$ cat src/rtl/cla32_pipe_adder.sv
// Two-stage pipelined add/subtract on 4-bit carry-lookahead groups.
// Stage 1 forms group G/P; stage 2 runs super-group lookahead and forms sum and flags.
module cla32_pipe_adder #(
  parameter int WIDTH = 32
) (
  input  logic             clk,
  input  logic             rst,
  input  logic             in_valid,
  output logic             in_ready,
  input  logic [WIDTH-1:0] a,
  input  logic [WIDTH-1:0] b,
  input  logic             sub,
  output logic             out_valid,
  input  logic             out_ready,
  output logic [WIDTH-1:0] sum,
  output logic             cout,
  output logic             overflow,
  output logic             zero
);

  localparam int NG = WIDTH / 4;
  localparam int NS = WIDTH / 16;

  // Four-wide lookahead: returns carries {c4, c3, c2, c1} from g/p and carry-in.
  function automatic logic [3:0] cla4(input logic [3:0] g, input logic [3:0] p,
                                      input logic ci);
    logic [3:0] c;
    c[0] = g[0] | (p[0] & ci);
    c[1] = g[1] | (p[1] & g[0]) | (p[1] & p[0] & ci);
    c[2] = g[2] | (p[2] & g[1]) | (p[2] & p[1] & g[0]) | (p[2] & p[1] & p[0] & ci);
    c[3] = g[3] | (p[3] & g[2]) | (p[3] & p[2] & g[1]) | (p[3] & p[2] & p[1] & g[0])
         | (p[3] & p[2] & p[1] & p[0] & ci);
    return c;
  endfunction

  // Handshake: a transfer happens on a rising edge where valid && ready are both high;
  // valid never depends on ready, and in_ready depends only on out_ready and state.
  logic             s1_valid;
  logic [WIDTH-1:0] s1_a;
  logic [WIDTH-1:0] s1_bx;
  logic             s1_cin;
  logic [NG-1:0]    s1_g;
  logic [NG-1:0]    s1_p;
  logic             s2_adv;
  logic             accept;

  assign s2_adv   = s1_valid && (!out_valid || out_ready);
  assign in_ready = !s1_valid || s2_adv;
  assign accept   = in_valid && in_ready;

  logic [WIDTH-1:0] bx;
  logic [WIDTH-1:0] pb;
  logic [WIDTH-1:0] gb;
  logic [NG-1:0]    grp_g;
  logic [NG-1:0]    grp_p;

  assign bx = sub ? ~b : b;
  assign pb = a ^ bx;
  assign gb = a & bx;

  always_comb begin
    logic [3:0] t;
    grp_g = '0;
    grp_p = '0;
    for (int k = 0; k < NG; k++) begin
      t        = cla4(gb[4*k +: 4], pb[4*k +: 4], 1'b0);
      grp_g[k] = t[3];
      grp_p[k] = &pb[4*k +: 4];
    end
  end

  // Stage 2: super-group carries ripple between 16-bit blocks, lookahead inside.
  logic [WIDTH-1:0] s2_p;
  logic [WIDTH-1:0] s2_g;
  logic [NS:0]      sc;
  logic [NS-1:0]    sg;
  logic [NS-1:0]    sp;
  logic [NG-1:0]    gc;
  logic [WIDTH:0]   c;
  logic [WIDTH-1:0] sum_c;

  assign s2_p = s1_a ^ s1_bx;
  assign s2_g = s1_a & s1_bx;

  always_comb begin
    logic [3:0] t;
    sc    = '0;
    sg    = '0;
    sp    = '0;
    gc    = '0;
    c     = '0;
    sc[0] = s1_cin;
    for (int j = 0; j < NS; j++) begin
      t         = cla4(s1_g[4*j +: 4], s1_p[4*j +: 4], 1'b0);
      sg[j]     = t[3];
      sp[j]     = &s1_p[4*j +: 4];
      sc[j+1]   = sg[j] | (sp[j] & sc[j]);
    end
    for (int j = 0; j < NS; j++) begin
      t           = cla4(s1_g[4*j +: 4], s1_p[4*j +: 4], sc[j]);
      gc[4*j]     = sc[j];
      gc[4*j + 1] = t[0];
      gc[4*j + 2] = t[1];
      gc[4*j + 3] = t[2];
    end
    for (int k = 0; k < NG; k++) begin
      t          = cla4(s2_g[4*k +: 4], s2_p[4*k +: 4], gc[k]);
      c[4*k]     = gc[k];
      c[4*k + 1] = t[0];
      c[4*k + 2] = t[1];
      c[4*k + 3] = t[2];
    end
    c[WIDTH] = sc[NS];
  end

  assign sum_c = s2_p ^ c[WIDTH-1:0];

  always_ff @(posedge clk) begin
    if (rst) begin
      s1_valid  <= 1'b0;
      s1_a      <= '0;
      s1_bx     <= '0;
      s1_cin    <= 1'b0;
      s1_g      <= '0;
      s1_p      <= '0;
      out_valid <= 1'b0;
      sum       <= '0;
      cout      <= 1'b0;
      overflow  <= 1'b0;
      zero      <= 1'b0;
    end else begin
      if (in_ready) s1_valid <= in_valid;
      if (accept) begin
        s1_a   <= a;
        s1_bx  <= bx;
        s1_cin <= sub;
        s1_g   <= grp_g;
        s1_p   <= grp_p;
      end
      if (s2_adv) begin
        out_valid <= 1'b1;
        sum       <= sum_c;
        cout      <= c[WIDTH];
        overflow  <= c[WIDTH-1] ^ c[WIDTH];
        zero      <= ~|sum_c;
      end else if (out_ready) begin
        out_valid <= 1'b0;
      end
    end
  end

endmodule

$ cat config.mk
export PLATFORM = sky130hd
export DESIGN_NAME = cla32_pipe_adder
export DESIGN_NICKNAME = d
export VERILOG_FILES = /design/src/rtl/cla32_pipe_adder.sv
export SDC_FILE = /design/constraint.sdc
export NUM_CORES = 1
export LEC_CHECK = 0
export CAP_MARGIN = 20
export CORE_ASPECT_RATIO = 1.4
export CORE_MARGIN = 2
export CORE_UTILIZATION = 50
export CTS_CLUSTER_DIAMETER = 30
export DETAILED_ROUTE_END_ITERATION = 8
export PLACE_DENSITY = 0.76
export SLEW_MARGIN = 20
export SYNTH_ARGS = -nofsm -noshare
export SYNTH_HDL_FRONTEND = slang
export SYNTH_SLANG_ARGS = --single-unit
$ cat constraint.sdc
create_clock -name clk -period 4.9 [get_ports clk]
set_input_delay 0.98 -clock clk [delete_from_list [all_inputs] [get_ports clk]]
set_output_delay 0.98 -clock clk [all_outputs]
set_load 0.01 [all_outputs]
# After elaboration in Yosys (flattened, before gate mapping)

Cells that the tools add are included.

Shift-type cells: 0
Add/subtract/negate cells: 0
Eq/ne operators: 0
$mul: 0
Muxes and demuxes: 3
Div/mod/pow operators: 0
Bitwise gates (word level): 241
Reduce and logical (&&, ||, !) cells: 19
$lt $le $gt $ge: 0

Operator list:

| kind                | number |
|---|---|
| bitwise AND 1 bit   | 142 |
| bitwise XOR 32 bit  | 3 |
| bitwise OR 1 bit    | 92 |
| AND reduction 4 bit | 10 |
| bitwise AND 32 bit  | 1 |
| 2-to-1 mux 32 bit   | 1 |
| NOT 32 bit          | 1 |
| OR reduction 32 bit | 1 |
| bitwise AND 31 bit  | 1 |
| logical NOT 1 bit   | 3 |
| logical AND 1 bit   | 2 |
| logical OR 1 bit    | 2 |
| 2-to-1 mux 1 bit    | 2 |
| nonzero test 2 bit  | 1 |
| bitwise XOR 1 bit   | 1 |

Output and inout port bits: 37
RAM bits: 0
ROM bits: 0
Bits in latches: 0
Bits of input ports: 69
Word-level logic and storage cells: 274
Memories: 0
Flip-flop bits (word level): 118

# Longest topological paths before layout

Gate-level depths: netlist of the first run.

Depth in word-level cells: 12
Mapped depth: 13
Mapped depth without buffers: 13

# Least setup slack after synthesis of the first run

Ideal clock, no wire load.

Path type: flip-flop to flip-flop
Start point: reg s1_p[2]
End point: reg zero
Arrival: 3.066 ns
Period minus slack after synthesis: 3.124 ns
Cell stages (with the launch flop): 14
Path buffers: 0
Setup slack: 1.776 ns
Required time: 4.841 ns
Setup time: 0.059 ns
Cells stage by stage: dfxtp_1 > a21o_1 > a21oi_2 > nand2_1 > nor2_1 > o21bai_1 > fa_1 > nor4_1 > nand4_1 > nor4b_1 > nand4b_1 > or4_4 > a2111oi_4 > a31o_1

Elaborated cells between the ends (all ways): 56
Classes of those cells: bitwise: 53; reduce/logical: 3

RTL lines:

| what                                                  | RTL line | source |
|---|---|---|
| start: declaration                                    | 43       | `logic [NG-1:0] s1_p;` |
| start signal: assignment                              | 138      | `s1_p <= grp_p;` |
| bitwise AND 1 bit (2 in a row)                        | n/a      |  |
| bitwise OR 1 bit or bitwise AND 1 bit (tied branches) | n/a      |  |
| bitwise OR 1 bit                                      | n/a      |  |
| bitwise OR 1 bit *                                    | 97       | `sc[j+1] = sg[j] \| (sp[j] & sc[j]);` |
| bitwise AND 1 bit *                                   | 29       | `c[1] = g[1] \| (p[1] & g[0]) \| (p[1] & p[0] & ci);` |
| bitwise OR 1 bit *                                    | 29       |  |
| bitwise XOR 32 bit *                                  | 116      | `assign sum_c = s2_p ^ c[WIDTH-1:0];` |
| net sum_c[24]                                         | 80       | `logic [WIDTH-1:0] sum_c;` |
| OR reduction 32 bit *                                 | 145      | `zero <= ~\|sum_c;` |
| logical NOT 1 bit *                                   | 145      |  |
| end signal: assignment                                | 145      |  |
| end: declaration                                      | 18       | `output logic zero` |

Mark *: on every way through the listed nets, which the timed path passes. The rest lies on a longest branch.
A chain may end at the register's enable or synchronous reset.

# Worst setup path in the final report of the first run

Start point: reg s1_g[4]
End point: reg zero

Elaborated cells between the ends (all ways): 28
Classes of those cells: bitwise: 26; reduce/logical: 2

RTL lines:

| what                          | RTL line | source |
|---|---|---|
| start: declaration            | 42       | `logic [NG-1:0] s1_g;` |
| start signal: assignment      | 137      | `s1_g <= grp_g;` |
| bitwise AND 1 bit             | 30       | `c[2] = g[2] \| (p[2] & g[1]) \| (p[2] & p[1] & g[0]) \| (p[2] & p[1] & p[0] & ci);` |
| bitwise OR 1 bit (2 in a row) | 30       |  |
| bitwise XOR 32 bit            | 116      |  |
| net sum_c[28]                 | 80       |  |
| OR reduction 32 bit           | 145      |  |
| logical NOT 1 bit             | 145      |  |

The timed path passes the listed nets, and every way through them passes these cells.

==> qor.yml, run 1 <==
synth.net_count: 885
grt_max_degree: 92
antenna_found_initial: 0
max_freq_mhz: 281
cts_resizes: 0
final_common_cell: "sky130_fd_sc_hd__nand2_1"
yosys_warnings: 0
die_area_um2: 13400
clkSinkCount: 118
cp_slowest_cell: "sky130_fd_sc_hd__fa_1"
cts-root-to-sink-buffers: 2
drt_first_pass_iters: 4
finalHoldViolCount: 0
chipWidth_um: 98.5
timing.clock.skew_ns: 0.00699
die_h_um: 136
ys_ff_latch: 118
cp_cell_instances: "o21ai_0 > o2bb2ai_1 > a31oi_1 > fa_1 > nor4_1 > nand4_1 > nor4b_1 > nand4b_1 > or4_4 > a2111oi_4 > a31o_1"
tritoncts.num_buffers: 17
worst_setup_hold_path_clk_slew_ns: 0.05
initial_core_util: 0.510
whs_path_depth: 2
post_cts_hold_buffer_count: 0
globalRoute.totalOverflow: 0
vias: 5532
finalCritPeriodShare: 0.727
critical_path.startpoint_type: "register"
slew-limit-headroom: 0.315
layout_common_cells: "156 x sky130_fd_sc_hd__nand2_1, 118 x sky130_fd_sc_hd__dfxtp_1, 106 x sky130_fd_sc_hd__a21oi_1"
vdd_drop_max_uv: 261
share_of_the_yosys_chip_area_belonging_to_registers: 0.378
post_synth_design_cell_area_um2: 6250
r2r_worst_path_depth: 11
class_of_the_most_critical_hold_timing_path: "register to register"
clock_tree.htree_level_count: 4
reg2reg_from: "s1_g[4]$_SDFFE_PP0P_"
reg2reg_slack_ns: 1.34
buffers_plus_inverters_on_the_worst_setup_path: 0
detailed_router_s_first_iteration_violation_count: 205
worstHoldStart: "sum[12]$_SDFFE_PP0P_"
wl_cell_um: 16.4
async_reset_ff_frac: 0
place_congestion: 0.851
ys_types: 53
outcome: "complete, no violations"
slew_viol_final: 0
cts-root-buf: "sky130_fd_sc_hd__clkbuf_16"
critPathKind: "register to register"
synthesis.instances: 752
cts.repair_timing.setup_buffer_count: 0
nNetsFinal: 972
min_to: "sum[12]$_SDFFE_PP0P_"
worstPathMaxFanout: 8
synth_ff_type: "sky130_fd_sc_hd__dfxtp_1"
drc_errors: 0
kind_of_end_point_of_the_critical_path: "register"
core_region_area_um2: 12300
worst_skew_late_latency_ns: 0.41
grt_pass1_wl_mm: 26.7
drive_above_1_share: 0.0611
hpwl_mm: 12.0
portBuffers: 105
synthesis.area_per_instance_um2: 8.31
worstMarginPinSlew_ns: 1.03
setup_repair_after_global_routing_missed_its_margin: "false"
synth_edf_count: 0
max_cap_viol_count: 0
setup_viol: 0
layout_min_cycle_time_ns: 3.56
grt_pass1_vias: 5599
final.setup.tns_ns: 0
critical_path_required_ns: 5.25
final_core_utilization: 0.653
power-per-cell-area_nw_per_um2: 363
cts_tree: "done"
flow.area_growth_from_synthesis_pct: 28.1
vias_per_cell: 5.52
grt_use_total: 0.250
drtAntennaViolNets: 0
total_leakage_power_nw: 3.27
fillerInstances: 1039
regToRegEndpoint: "zero$_SDFFE_PP0P_"
crit_path_dat_ns: 3.92
floorplan.rows: 48
wirelength_mm: 16.4
worst_path_largest_cell_delay_ns: 0.52
floorplan.io_pins: 106
crit_family: "simple AND/OR/NAND/NOR gates"
[sequential cells by signal, indices dropped and copies added (netlist names)]
name,cells
cout,1
s1_p,8
s1_valid,1
zero,1
overflow,1
s1_g,8
s1_cin,1
s1_bx,32
out_valid,1
s1_a,32
sum,32
[worst max-delay path by stage]
stage	startpoint	to	slack, ns	depth (start not counted)
2_1_floorplan	s1_p[2]$_SDFFE_PP0P_	zero$_SDFFE_PP0P_	1.78	13
3_3_place_gp	s1_p[2]$_SDFFE_PP0P_	zero$_SDFFE_PP0P_	1.44	13
3_5_place_dp	s1_g[4]$_SDFFE_PP0P_	zero$_SDFFE_PP0P_	1.40	11
4_1_cts	s1_g[4]$_SDFFE_PP0P_	zero$_SDFFE_PP0P_	1.35	11
5_1_grt	s1_g[4]$_SDFFE_PP0P_	zero$_SDFFE_PP0P_	1.10	11
6_report	s1_g[4]$_SDFFE_PP0P_	zero$_SDFFE_PP0P_	1.34	11
[worst register-to-register path, delay by kind of cell (launching register included)]
kind                     cells  cell delay, ns
AO/OA/AOI/OAI                5            1.24
adder cells (fa/ha/maj)      1            0.53
flip-flops                   1            0.44
AND/OR/NAND/NOR              5            1.30
[cells in the mapped netlist, types with 2 or more instances]
cell,instances,area (um2)
sky130_fd_sc_hd__xnor2_1,23,201
sky130_fd_sc_hd__a21oi_1,107,536
sky130_fd_sc_hd__o21bai_1,3,22.5
sky130_fd_sc_hd__xor2_1,39,342
sky130_fd_sc_hd__fa_1,8,160
sky130_fd_sc_hd__a21o_1,5,37.5
sky130_fd_sc_hd__nand2b_1,3,18.8
sky130_fd_sc_hd__nor3_1,4,20.0
sky130_fd_sc_hd__or3_1,2,12.5
sky130_fd_sc_hd__nor2_1,75,282
sky130_fd_sc_hd__o211ai_1,2,15.0
sky130_fd_sc_hd__o21ai_1,2,10.0
sky130_fd_sc_hd__a22oi_1,2,15.0
sky130_fd_sc_hd__a211oi_1,28,210
sky130_fd_sc_hd__clkbuf_1,37,139
sky130_fd_sc_hd__dfxtp_1,118,2360
sky130_fd_sc_hd__nand4_1,11,68.8
sky130_fd_sc_hd__nor2b_1,10,62.6
sky130_fd_sc_hd__nand2_1,157,589
sky130_fd_sc_hd__buf_1,2,7.51
sky130_fd_sc_hd__o21ai_0,12,60.1
sky130_fd_sc_hd__inv_1,13,48.8
sky130_fd_sc_hd__ha_1,56,701
sky130_fd_sc_hd__and3_1,3,18.8
sky130_fd_sc_hd__and2_1,2,12.5
[where the power goes]
part | switching, W | internal [W]
Clock | 0.000425 | 0.000898
Sequential | 0.0000467 | 0.00102
Combinational | 0.000278 | 0.000233
[layout make-up]
| type | count | area (um2) | area share |
|---|---|---|---|
| inverter | 13 | 48.8 | 0.00610 |
| multi-input combinational | 580 | 3680 | 0.460 |
| timing repair buffer | 109 | 1090 | 0.136 |
| sequential | 118 | 2360 | 0.295 |
| clock inverter | 9 | 148 | 0.0184 |
| tap | 150 | 188 | 0.0235 |
| antenna | 1 | 2.50 | 0.000313 |
| clock buffer | 22 | 484 | 0.0605 |
[cells by family (layout without fill, tap and decap cells)]
| kind of cell | Yosys count | after routing | share of synthesized area |
|---|---|---|---|
| and+or+nand+nor | 277 | 277 | 0.190 |
| AOI/OAI and AO/OA | 177 | 177 | 0.172 |
| DFF | 118 | 118 | 0.378 |
| adders and majority gates | 64 | 64 | 0.138 |
| xor gates and xnor gates | 62 | 62 | 0.0869 |
| buffers and inverters | 54 | 153 | 0.0343 |
| other | 0 | 1 | 0 |
[per-layer routing]
| layer | wire length [um] | vias up | GRT usage | share of wire |
|---|---|---|---|---|
| met2 | 8660 | 126 | 0.454 | 0.53 |
| met4 | 443 | 0 | 0.0959 | 0.027 |
| li1 | - | 2737 | - | - |
| met5 | 0 | - | 0 | 0 |
| met1 | 6660 | 2638 | 0.281 | 0.41 |
| met3 | 670 | 31 | 0.0576 | 0.041 |
[metrics by stage]
stage	area, um2	cells	hold WS (ns)	total power (W)	worst slack (ns)
floorplan	6250	752	0.440	0.00139	1.78
global placement	7370	970	0.443	0.00158	1.44
CTS	8000	1001	0.455	0.00292	1.35
detailed placement	7370	970	0.447	0.00160	1.40
finish	8000	1002	0.454	0.00290	1.34
global route	8000	1001	0.475	0.00302	1.10
(Power assumes the default switching activity.)
==> inputs of run 2 (changes only) <==
- CORE_UTILIZATION: 50 -> 48
- clock period: 4.9 -> 2.9 ns (I/O delays scaled with it)
==> run 2 against run 1 <==
Compared with the run above: the flow now finishes with violations (setup timing); global-route usage decreased by 1.1 points; non-clock buffer count increased by 32; first-iteration DRC count increased by 40%; routed wire length decreased by 0.56%; total power increased by 74%; worst hold slack got worse by 0.00098 ns; setup slack got worse by 1.4 ns; sequential power increased by 69%; clock skew decreased by 0.0024 ns; register-to-register slack got worse by 1.4 ns; critical endpoint unchanged; largest cell class unchanged; largest power group unchanged; highest routed layer unchanged.
==> qor.yml, run 2 (same netlist as run 1, synthesis figures left out) <==
outcome: "finished, violations left"  # was complete, no violations
violations: "setup timing"
portBuffers: 105  # unchanged
timing.clock.skew_ns: 0.00460  # was 0.00699 ns
worst_path_largest_cell_delay_ns: 0.48  # was 0.52 ns
power_switching_w: 0.00129  # was 0.000749 W
die_h_um: 139  # was 136 um
cts_tree: "done"  # unchanged
cp_slowest_cell: "sky130_fd_sc_hd__fa_1"  # unchanged
initial_core_util: 0.490  # was 0.510
fin_hold_ws_ns: 0.453  # was 0.454 ns
vdd_drop_max_uv: 493  # was 261 uV
worst_setup_hold_path_clk_slew_ns: 0.05  # about the same
drive_above_1_share: 0.109  # was 0.0611
nNetsFinal: 1004  # was 972
final_common_cell: "sky130_fd_sc_hd__nand2_1"  # unchanged
clkSinkCount: 118  # unchanged
met3WireLength_um: 850  # was 670 um
grt_max_degree: 74  # was 92
insertedDiodeCount: 0  # was 1
drt_first_pass_iters: 5  # was 4
crit_path_dat_ns: 3.35  # was 3.92 ns
die_area_um2: 14000  # was 13400 um2
setup_repair_after_global_routing_missed_its_margin: "true"  # was false
layout_min_cycle_time_ns: 2.99  # was 3.56 ns
drc_errors: 0  # unchanged
kind_of_end_point_of_the_critical_path: "register"  # unchanged
clock_tree.htree_level_count: 4  # unchanged
worst_skew_late_latency_ns: 0.41  # about the same
cts-root-to-sink-buffers: 2  # unchanged
finalHoldViolCount: 0  # unchanged
cp_cell_instances: "a21o_4 > nand4_4 > a21bo_1 > nand2b_1 > fa_1 > nor4_2 > nand4_1 > nor4b_2 > nand4b_1 > or4_4 > a2111oi_4 > a31o_1"  # was o21ai_0 > o2bb2ai_1 > a31oi_1 > fa_1 > nor4_1 > nand4_1 > nor4b_1 > nand4b_1 > or4_4 > a2111oi_4 > a31o_1
total_power_w: 0.00505  # was 0.00290 W
dr_wl_met2_mm: 8.53  # was 8.66 mm
timing.final.ws_setup_ns: -0.0897  # was 1.34 ns
grt_pass1_vias: 5595  # was 5599
tritoncts.num_buffers: 17  # unchanged
cts-root-buf: "sky130_fd_sc_hd__clkbuf_16"  # unchanged
place_congestion: 0.870  # was 0.851
grt_use_total: 0.238  # was 0.250
vias: 5626  # was 5532
layout_common_cells: "156 x sky130_fd_sc_hd__nand2_1, 113 x sky130_fd_sc_hd__dfxtp_1, 106 x sky130_fd_sc_hd__a21oi_1"  # was 156 x sky130_fd_sc_hd__nand2_1, 118 x sky130_fd_sc_hd__dfxtp_1, 106 x sky130_fd_sc_hd__a21oi_1
setup_viol: 1  # was 0
post_cts_hold_buffer_count: 0  # unchanged
p_clk_frac: 0.457  # was 0.456
wl_cell_um: 15.8  # was 16.4 um
grt_pass1_wl_mm: 26.3  # was 26.7 mm
layout_top_registers: "s1_a: 32 flops, s1_bx: 32 flops, sum: 32 flops"  # unchanged
place_ws_ns: -0.223  # was 1.40 ns
antenna_found_initial: 0  # unchanged
worstMarginPinSlew_ns: 0.783  # was 1.03 ns
top_layer: "met4"  # unchanged
detailed_router_s_first_iteration_violation_count: 287  # was 205
critical_path_required_ns: 3.26  # was 5.25 ns
slew_viol_final: 0  # unchanged
hpwl_mm: 11.7  # was 12.0 mm
pwr-share-comb: 0.185  # was 0.176
worstPathMaxFanout: 4  # was 8
power-per-cell-area_nw_per_um2: 606  # was 363 nW/um2
drt-met1-wl_mm: 6.51  # was 6.66 mm
power.share.switching: 0.256  # was 0.258
finalCritPeriodShare: 1.03  # was 0.727
chipWidth_um: 100  # was 98.5 um
globalRoute.totalOverflow: 0  # unchanged
wirelength_mm: 16.3  # was 16.4 mm
critPathKind: "register to register"  # unchanged
max_freq_mhz: 334  # was 281 MHz
sequentialPowerShare: 0.358  # was 0.369
max_cap_viol_count: 0  # unchanged
floorplan.rows: 49  # was 48
class_of_the_most_critical_hold_timing_path: "register to register"  # unchanged
flow.area_growth_from_synthesis_pct: 33.2  # was 28.1%
drtAntennaViolNets: 0  # unchanged
core_region_area_um2: 12800  # was 12300 um2
floorplan.io_pins: 106  # unchanged
critical_path.startpoint_type: "register"  # unchanged
total_leakage_power_nw: 3.45  # was 3.27 nW
slew-limit-headroom: 0.478  # was 0.315
power_report.internal_total_w: 0.00376  # was 0.00215 W
vias_per_cell: 5.43  # was 5.52
run 2: changes by cell type in the layout (fill, tap and decap cells not counted), sizes merged:
cell | before | now
bufinv | 4 | 5
clkbuf | 22 | 21
buf | 6 | 38
clkinv | 4 | 5
clkinvlp | 1 | 0
diode | 1 | 0
run 2: power by group through the flow:
stage	clock [W]	sequential, W	combinational, W
after floorplan	0	0.00184	0.000513
after global placement	0	0.00183	0.000889
after detailed placement	0	0.00184	0.000902
after CTS	0.00233	0.00180	0.000915
after global routing	0.00239	0.00182	0.00103
final	0.00231	0.00181	0.000935
run 2: area by class of cell:
cell class / count / area, um2
fill: 1032 / 4430
inverter: 13 / 48.8
multi-input combinational: 580 / 3730
clock buffer: 21 / 470
clock inverter: 10 / 175
timing repair buffer: 141 / 1340
sequential: 118 / 2370
tap: 153 / 191
run 2: metrics by stage:
stage               setup TNS [ns]  area [um2]  std cells   util
detailed placement          -0.223        7620       1002  0.598
floorplan                  -0.0570        6260        752      -
CTS                         -0.158        8280       1034  0.649
finish                     -0.0897        8320       1036  0.653
global placement            -0.182        7620       1002  0.598
global route                -0.231        8320       1036  0.653
run 2: worst paths after layout:
| path | depth (start not counted) | endpoint | start | slack [ns] |
|---|---|---|---|---|
| setup reg to reg | 12 | zero$_SDFFE_PP0P_ | s1_cin$_SDFFE_PP0P_ | -0.09 |
| hold / removal | 2 | sum[14]$_SDFFE_PP0P_ | sum[14]$_SDFFE_PP0P_ | 0.45 |
| setup / recovery | 12 | zero$_SDFFE_PP0P_ | s1_cin$_SDFFE_PP0P_ | -0.09 |
| hold reg to reg | 2 | sum[14]$_SDFFE_PP0P_ | sum[14]$_SDFFE_PP0P_ | 0.45 |
run 2: repair_timing:
action,in CTS,in global routing
setup buffers,1,2
resized for setup,1,7
setup endpoints to repair,1,1
gates cloned,0,0
pin swaps,4,9
run 2: critical path: cells and delay by family (launching register included):
| kind | cells | cell delay [ns] |
|---|---|---|
| AOI/OAI and AO/OA | 4 | 0.73 |
| adders and majority gates | 1 | 0.48 |
| DFF | 1 | 0.35 |
| and+or+nand+nor | 7 | 1.37 |
run 2: metal layers:
layer,GRT usage,up-vias
met5,0,-
met4,0.103,0
met3,0.0630,39
met2,0.410,171
met1,0.274,2610
li1,-,2806
